$ cat src/rtl/pipe_addsub.sv
// Pipelined W-bit adder/subtractor: one SEG-bit slice per register stage, carry rippling
// stage to stage, with valid/ready flow control and carry/overflow/zero flags on the result.
module pipe_addsub #(
    parameter int W   = 32,
    parameter int SEG = 8
) (
    input  logic         clk,
    input  logic         rst,
    input  logic         in_valid,
    output logic         in_ready,
    input  logic [W-1:0] in0,
    input  logic [W-1:0] in1,
    input  logic         cin,
    input  logic         sub,
    output logic         out_valid,
    input  logic         out_ready,
    output logic [W-1:0] sum,
    output logic         cout,
    output logic         ovf,
    output logic         zero
);

    localparam int STAGES = W / SEG;
    localparam int LAST   = STAGES - 1;

    logic         adv;
    logic [W-1:0] bcond;
    logic         c0;

    // Per-stage registers. acc holds finished sum slices below the stage boundary and
    // still-unadded slices of A above it; bsh holds operand B shifted so its next slice sits at bit 0.
    logic         v_q   [STAGES];
    logic         c_q   [STAGES];
    logic         am_q  [STAGES];
    logic         bm_q  [STAGES];
    logic [W-1:0] acc_q [STAGES];
    logic [W-1:0] bsh_q [STAGES];
    logic         zero_q;

    logic         v_in   [STAGES];
    logic         c_in   [STAGES];
    logic         am_in  [STAGES];
    logic         bm_in  [STAGES];
    logic [W-1:0] a_in   [STAGES];
    logic [W-1:0] b_in   [STAGES];
    logic [SEG:0] part   [STAGES];
    logic [W-1:0] acc_nxt[STAGES];

    assign adv      = ~v_q[LAST] | out_ready;
    assign in_ready = adv;
    assign bcond    = sub ? ~in1 : in1;
    assign c0       = sub ? ~cin : cin;

    // Stage inputs: stage 0 takes the conditioned operands, later stages take their predecessor.
    always_comb begin
        v_in[0]  = in_valid & in_ready;
        c_in[0]  = c0;
        am_in[0] = in0[W-1];
        bm_in[0] = bcond[W-1];
        a_in[0]  = in0;
        b_in[0]  = bcond;
        for (int k = 1; k < STAGES; k++) begin
            v_in[k]  = v_q[k-1];
            c_in[k]  = c_q[k-1];
            am_in[k] = am_q[k-1];
            bm_in[k] = bm_q[k-1];
            a_in[k]  = acc_q[k-1];
            b_in[k]  = bsh_q[k-1];
        end
    end

    always_comb begin
        for (int k = 0; k < STAGES; k++) begin
            part[k] = {1'b0, a_in[k][k*SEG +: SEG]} + {1'b0, b_in[k][SEG-1:0]}
                    + {{SEG{1'b0}}, c_in[k]};
            acc_nxt[k] = a_in[k];
            acc_nxt[k][k*SEG +: SEG] = part[k][SEG-1:0];
        end
    end

    // All stages advance in lockstep on adv; a stalled output freezes the whole pipe.
    always_ff @(posedge clk or posedge rst) begin
        if (rst) begin
            for (int k = 0; k < STAGES; k++) begin
                v_q[k]   <= 1'b0;
                c_q[k]   <= 1'b0;
                am_q[k]  <= 1'b0;
                bm_q[k]  <= 1'b0;
                acc_q[k] <= '0;
                bsh_q[k] <= '0;
            end
            zero_q <= 1'b0;
        end else if (adv) begin
            for (int k = 0; k < STAGES; k++) begin
                v_q[k]   <= v_in[k];
                c_q[k]   <= part[k][SEG];
                am_q[k]  <= am_in[k];
                bm_q[k]  <= bm_in[k];
                acc_q[k] <= acc_nxt[k];
                bsh_q[k] <= b_in[k] >> SEG;
            end
            zero_q <= (acc_nxt[LAST] == '0);
        end
    end

    assign out_valid = v_q[LAST];
    assign sum       = acc_q[LAST];
    assign cout      = c_q[LAST];
    assign ovf       = (am_q[LAST] == bm_q[LAST]) & (acc_q[LAST][W-1] != am_q[LAST]);
    assign zero      = zero_q;

endmodule

$ cat config.mk
export PLATFORM = sky130hd
export DESIGN_NAME = pipe_addsub
export DESIGN_NICKNAME = d
export VERILOG_FILES = /design/src/rtl/pipe_addsub.sv
export SDC_FILE = /design/constraint.sdc
export NUM_CORES = 1
export LEC_CHECK = 0
export CAP_MARGIN = 15
export CORE_MARGIN = 3
export CORE_UTILIZATION = 50
export CTS_CLUSTER_SIZE = 12
export DETAILED_ROUTE_END_ITERATION = 10
export PLACE_DENSITY = 0.79
export SLEW_MARGIN = 40
export SYNTH_ARGS = -nofsm -noshare
export SYNTH_HDL_FRONTEND = slang
export SYNTH_SLANG_ARGS = --single-unit
$ cat constraint.sdc
create_clock -name clk -period 7.3 [get_ports clk]
set_input_delay 2.19 -clock clk [delete_from_list [all_inputs] [get_ports clk]]
set_output_delay 2.19 -clock clk [all_outputs]
set_load 0.02 [all_outputs]
== Word-level counts from Yosys, hierarchy flattened ==
Index checks and enable logic that the tools add are counted.
Storage, ports and cells
  output and inout bits: 37
  logic and storage cells: 43
  flip-flop bits (word level): 193
Cells by class
  reductions and logical operators: 1
  muxes and demuxes: 2
  add/subtract/negate cells: 8
  bitwise gates (word level): 6
  eq/ne operators: 2
Operator list (number)
  adder 8 x 8 -> 9 bit: 4
  adder 9 x 1 -> 9 bit: 4
  logical NOT 32 bit: 1
  2-to-1 mux 32 bit: 1
  inverter 32 bit: 1
  bitwise AND 1 bit: 2
  inverter 1 bit: 2
  == test 1 bit: 1
  2-to-1 mux 1 bit: 1
  != test 1 bit: 1
  OR 1 bit: 1

== Logic depth before layout (Yosys ltp) ==
Gate-level depths: netlist of run 1.
  depth after elaboration: 4
  gate-level depth with buffers: 11
  mapped depth without buffers: 10

== Worst setup path after synthesis of run 1 ==
OpenSTA, ideal clock, no wires.
  kind: input -> output
  start point: input out_ready
  end point: output in_ready
  stages: 5
  slack: 2.145 ns
  data required time: 5.110 ns
  arrival time: 2.965 ns
  path buffers: 3
  path through: nor2b_1 > buf_6 > inv_2 > buf_2 > buf_1
Between the ends
  cells in the longest elaborated chain, start to end: 1
RTL lines
  start, declared: line 16  | input logic out_ready,
  OR 1 bit: line 49  | assign adv = ~v_q[LAST] | out_ready;
  end, declared: line 10  | output logic in_ready,
No other way between the ends.

== Worst setup path in the final report of run 1 ==
Ends and elaborated chain as after synthesis.

==> flow_summary.json, run 1 <==
{
  "synth_area_per_cell_um2": 9.07,
  "drt_iter0_markers": 393,
  "r2r-start": "a_in[48]",
  "crit_arrival_ns": 3.47,
  "min_from": "a_in[64]",
  "fin_ws_ns": 1.64,
  "drc": 0,
  "crit_fanout": 2,
  "clock_skew_ns": 0.00643,
  "tns_ns": 0,
  "drt_wl_total_um": 16200,
  "whs_path_depth": 2,
  "synth_edf_count": 0,
  "grt_pass1_wl_um": 27500,
  "gp_congestion": 0.799,
  "synth_top_area_cell": "dfrtp_1",
  "cts_sinks": 187,
  "post-cts-setup-buffers": 0,
  "postLayoutCoreUtil_pct": 61.8,
  "grt_pass1_vias": 5748,
  "ys_seq_area_share_pct": 55.1,
  "min_path_type": "reg2reg",
  "postPlaceCellArea_mm2": 0.00969,
  "ys.flop_type": "dfrtp_1",
  "syn_area_mm2": 0.00850,
  "synth_async_sr_flop_share_pct": 100,
  "antenna_cells": 0,
  "drive_gt1_share_pct": 4.16,
  "p_per_area_mw_per_mm2": 429,
  "ys_types": 38,
  "post-place-cells": 1223,
  "cp_data_required_time_ns": 5.11,
  "grt_use_total_pct": 18.7,
  "hpwl_um": 10700,
  "holdBufCountCts": 0,
  "status": "complete, no violations",
  "syn_inst": 937,
  "drtPass1Iterations": 5,
  "fin_hold_ws_ns": 0.465,
  "worst_pin_slew_ns": 0.863,
  "timing.rr.end": "c_in[0]",
  "core_mm2": 0.0166,
  "antenna_found_initial": 0,
  "ir_drop_mv": 0.217,
  "hold_viol_final": 0,
  "finalPower_mw": 4.40,
  "clockBufferDepth": 2,
  "cp-start-kind": "primary input",
  "insertion_delay_ns": 0.43,
  "cts_max_level": 4,
  "synth_seq_cells": 187,
  "synthTopCellsByArea": "dfrtp_1 (55%), nand2_1 (19%), ha_1 (4.1%), xnor2_1 (3.5%), fa_1 (1.9%)",
  "wl_per_cell_um": 12.9,
  "area_delta_synth_final_pct": 20.7,
  "die_w_um": 136,
  "cap_violations": 0,
  "viasPerCell": 4.86,
  "cts_tree": "yes",
  "ios": 107,
  "synth_fp_nets": 1043,
  "endpoint_kind": "output pin",
  "die_y_um": 136,
  "stdcell_area_mm2": 0.0103,
  "start_util_pct": 51.3,
  "regToRegSetupSlack_ns": 5.03,
  "synth_top_area_share_pct": 55.1,
  "fin_cells": 1254,
  "drv_slew": 0,
  "rows": 47,
  "nets": 1128,
  "cts_root_buf": "clkbuf_16",
  "setup_viol_count_final": 0,
  "die_area_mm2": 0.0186,
  "cts_buffers": 17,
  "vias": 6096,
  "ant_nets": 0,
  "pre_cts_slack_ns": 1.62,
  "crit_type": "in2out",
  "power_leakage_nw": 5.00,
  "grt_max_degree": 208,
  "io_buffers": 106,
  "clock.fmax_mhz": 177,
  "rsz0062_at_grt": "no",
  "r2r_cells": 10,
  "holdPathEnd": "a_in[64]",
  "finalCriticalPeriod_ns": 5.66,
  "grt_remaining_overflow": 0,
  "cts_resized": 0,
  "path_clk_slew_ns": 0.06,
  "relSlewSlack_pct": 42.4,
  "period_share_pct": 77.5,
  "ys_warn_count": 0
}
cells in the final DEF (no fill, tap or decap), drive strengths merged, types with 2 or more instances in the layout:
master	synthesis	routed
nand2	428	428
dfrtp	187	187
clkdlybuf4s50	0	105
o21ai	49	49
xnor2	34	34
nor2	28	28
ha	28	28
inv	23	23
clkbuf	30	22
a21oi	18	18
xor2	14	14
nor3	11	11
o31ai	10	10
fa	8	8
o21bai	6	6
o21a	6	6
clkinv	0	6
buf	15	6
a21o	5	5
nor4	5	5
a211oi	4	4
a31oi	4	4
nand2b	3	3
nand3	3	3
and3b	3	3
nand4	3	3
nor2b	3	3
mux2	2	2
a21boi	2	2
or3	2	2
o211a	2	2
clkinvlp	0	2
cell usage after synthesis (2+ instances only):
cell type	instances
nand2_1	428
dfrtp_1	187
xnor2_1	34
clkbuf_1	29
ha_1	28
nor2_1	28
o21ai_0	25
o21ai_1	24
inv_1	22
a21oi_1	17
xor2_1	14
nor3_1	11
o31ai_1	10
buf_2	8
fa_1	8
o21a_1	6
o21bai_1	6
a21o_1	5
nor4_1	5
a211oi_1	4
a31oi_1	4
buf_1	4
and3b_1	3
nand2b_1	3
nand3_1	3
nand4_1	3
nor2b_1	3
a21boi_2	2
mux2_2	2
o211a_1	2
or3_1	2
worst max path at each step:
stage	from	to	slack, ns	cells after the start
final	out_ready	in_ready	1.64	4
after global routing	out_ready	in_ready	1.60	4
after CTS	out_ready	in_ready	1.63	4
after detailed placement	out_ready	in_ready	1.62	4
after global placement	out_ready	in_ready	1.64	4
after floorplan	rst	a_in[0]	0.02	1
kinds of logic after synthesis:
family / after synthesis / share of synthesized area, %
XOR/XNOR: 48 / 4.95
flip-flops: 187 / 55.1
adder cells (fa/ha/maj): 36 / 6.01
AO/OA/AOI/OAI: 106 / 7.52
buffers and inverters: 68 / 3.65
multiplexers: 2 / 0.265
AND/OR/NAND/NOR: 490 / 22.6
cell type report:
cell class	instances	area, µm²
repair buffers	111	1120
inverters	23	101
multi-input cells	682	3520
fillers	1435	6330
clock buffers	22	474
clock inverters	9	90.1
flip-flops and latches	187	4680
well taps	220	275
worst max-delay path, cell delays in order:
cell	delay, ns
clkdlybuf4s50_1	0.51
nor2b_4	0.07
inv_4	0.08
clkdlybuf4s50_1	0.62
per-layer routing:
| metal | up-vias | part of all wire [%] | wire (µm) | global-route usage [%] |
|---|---|---|---|---|
| met2 | 115 | 44 | 7130 | 27.7 |
| met5 | - | 0 | 0 | 0 |
| li1 | 3163 | - | - | - |
| met3 | 17 | 4.1 | 671 | 3.89 |
| met4 | 0 | 1.3 | 203 | 5.88 |
| met1 | 2801 | 50 | 8170 | 27.8 |
power by group:
| group | switching [mW] | internal, mW |
|---|---|---|
| Combinational | 0.969 | 0.757 |
| Clock | 0.382 | 0.496 |
| Sequential | 0.297 | 1.50 |
flip-flops by register name, indices dropped and copies added (netlist names):
name / cells
v_in: 3
cout: 1
am_in: 3
out_valid: 1
bm_q: 1
b_in: 45
zero: 1
sum: 32
am_q: 1
a_in: 93
c_in: 3
bm_in: 3
Note: power is estimated with default switching activity, not from simulation.
==> inputs of run 2 (changes only) <==
--- a/config.mk
+++ b/config.mk
@@ -7,10 +7,10 @@
 export LEC_CHECK = 0
 export CAP_MARGIN = 15
 export CORE_MARGIN = 3
-export CORE_UTILIZATION = 50
+export CORE_UTILIZATION = 56
 export CTS_CLUSTER_SIZE = 12
 export DETAILED_ROUTE_END_ITERATION = 10
-export PLACE_DENSITY = 0.79
+export PLACE_DENSITY = 0.83
 export SLEW_MARGIN = 40
 export SYNTH_ARGS = -nofsm -noshare
 export SYNTH_HDL_FRONTEND = slang
==> constraint.sdc (replaced) <==
create_clock -name clk -period 5.41 [get_ports clk]
set_input_delay 1.623 -clock clk [delete_from_list [all_inputs] [get_ports clk]]
set_output_delay 1.623 -clock clk [all_outputs]
set_load 0.02 [all_outputs]
==> flow_summary.json, run 2 (synthesized netlist as in run 1, its figures left out) <==
{
  "cts_sinks": 187,
  "drc": 0,
  "period_share_pct": 83.5,
  "cp.depth": 4,
  "cap_violations": 0,
  "grt_use_total_pct": 20.9,
  "core_mm2": 0.0147,
  "wl_per_cell_um": 13.8,
  "io_buffers": 106,
  "antenna_found_initial": 0,
  "antenna_cells": 0,
  "r2r_cells": 8,
  "insertion_delay_ns": 0.43,
  "largest_reg_flops": 93,
  "crit_arrival_ns": 2.89,
  "postPlaceCellArea_mm2": 0.00972,
  "setup_viol_count_final": 0,
  "cts_tree": "yes",
  "grt_remaining_overflow": 0,
  "die_y_um": 129,
  "drtPass1Iterations": 5,
  "fin_hold_ws_ns": 0.465,
  "drive_gt1_share_pct": 4.34,
  "postLayoutCoreUtil_pct": 70.3,
  "whs_path_depth": 2,
  "die_w_um": 129,
  "nets": 1133,
  "cp_common_cell": "clkdlybuf4s50_1",
  "post-place-cells": 1192,
  "hpwl_um": 11400,
  "endpoint_kind": "output pin",
  "cts_max_level": 4,
  "crit_fanout": 2,
  "die_area_mm2": 0.0167,
  "p_per_area_mw_per_mm2": 590,
  "crit_chain": "clkdlybuf4s50_1 > nor2b_4 > inv_4 > clkdlybuf4s50_1",
  "power_leakage_nw": 5.05,
  "critPathSlowestCell": "clkdlybuf4s50_1",
  "cp_data_required_time_ns": 3.79,
  "viasPerCell": 5.17,
  "drv_slew": 0,
  "gp_congestion": 0.789,
  "fin_cells": 1222,
  "drt_iter0_markers": 559,
  "post-cts-setup-buffers": 0,
  "grt_pass1_wl_um": 28200,
  "clockBufferDepth": 2,
  "tns_ns": 0,
  "clock.fmax_mhz": 221,
  "fin_ws_ns": 0.892,
  "cts_buffers": 17,
  "slowest_delay_ns": 0.61,
  "worst_pin_slew_ns": 0.739,
  "finalCriticalPeriod_ns": 4.52,
  "min_path_type": "reg2reg",
  "relSlewSlack_pct": 50.7,
  "final_common_cell": "nand2_1",
  "cp_top_family": "buffers and inverters",
  "cts_resized": 0,
  "start_util_pct": 57.8,
  "ir_drop_mv": 0.308,
  "grt_pass1_vias": 5968,
  "holdBufCountCts": 0,
  "layout_common_cells": "nand2_1 (428), dfrtp_1 (187), clkdlybuf4s50_1 (105)",
  "pre_cts_slack_ns": 0.888,
  "grt_max_degree": 109,
  "rsz0062_at_grt": "no",
  "finalPower_mw": 6.09,
  "cts_root_buf": "clkbuf_16",
  "cp-start-kind": "primary input",
  "timing.critical_path.buf_inv": 3,
  "ant_nets": 0,
  "stdcell_area_mm2": 0.0103,
  "crit_type": "in2out",
  "clock_skew_ns": 0.00734,
  "rows": 44,
  "area_delta_synth_final_pct": 21.5,
  "status": "complete, no violations",
  "hold_viol_final": 0,
  "ios": 107,
  "path_clk_slew_ns": 0.06,
  "vias": 6313,
  "drt_wl_total_um": 16800
}
run 2: cell count changes in the layout (fill, tap and decap cells not counted):
cell / previous run / this run
inv_6: 1 / 0
clkbuf_8: 3 / 2
buf_6: 0 / 3
clkinv_4: 3 / 0
clkinv_2: 2 / 1
clkbuf_1: 2 / 4
clkinv_8: 1 / 0
buf_12: 2 / 3
bufinv_16: 1 / 4
clkinvlp_4: 2 / 3
buf_16: 0 / 1
run 2: power breakdown:
group          switching, mW  internal (mW)
clock                  0.493          0.792
combinational           1.35           1.03
sequential             0.398           2.02
run 2: worst register-to-register path, stage by stage (launching register included):
cell and delay (ns):
dfrtp_1 0.35, nor2b_4 0.19, buf_6 0.54, buf_6 0.71, nor3_1 0.14, nand4_1 0.14, nor2_1 0.07, nand4_1 0.09
o31ai_1 0.07
run 2: area by class of cell:
class | count | area (µm²)
Timing Repair Buffer | 116 | 1200
Inverter | 23 | 92.6
Fill cell | 1126 | 4370
Clock inverter | 7 | 140
Clock buffer | 23 | 468
Multi-Input combinational cell | 682 | 3520
Tap cell | 184 | 230
Sequential cell | 187 | 4680
run 2: path summary, 6_finish.rpt:
kind                            from       end  slack (ns)
max in group asynchronous        rst  a_in[12]        3.00
max                        out_ready  in_ready        0.89
max reg2reg                out_valid      zero        3.01
min in group asynchronous        rst   sum[13]        1.47
min reg2reg                  v_in[0]   v_in[0]        0.46
min                          v_in[0]   v_in[0]        0.46
run 2: routing by layer:
| layer | track usage (%) | routed length [µm] | vias up |
|---|---|---|---|
| met5 | 0 | 0 | - |
| met4 | 6.18 | 231 | 0 |
| met3 | 3.83 | 747 | 22 |
| met2 | 32.6 | 7840 | 147 |
| met1 | 30.5 | 8020 | 2977 |
| li1 | - | - | 3167 |
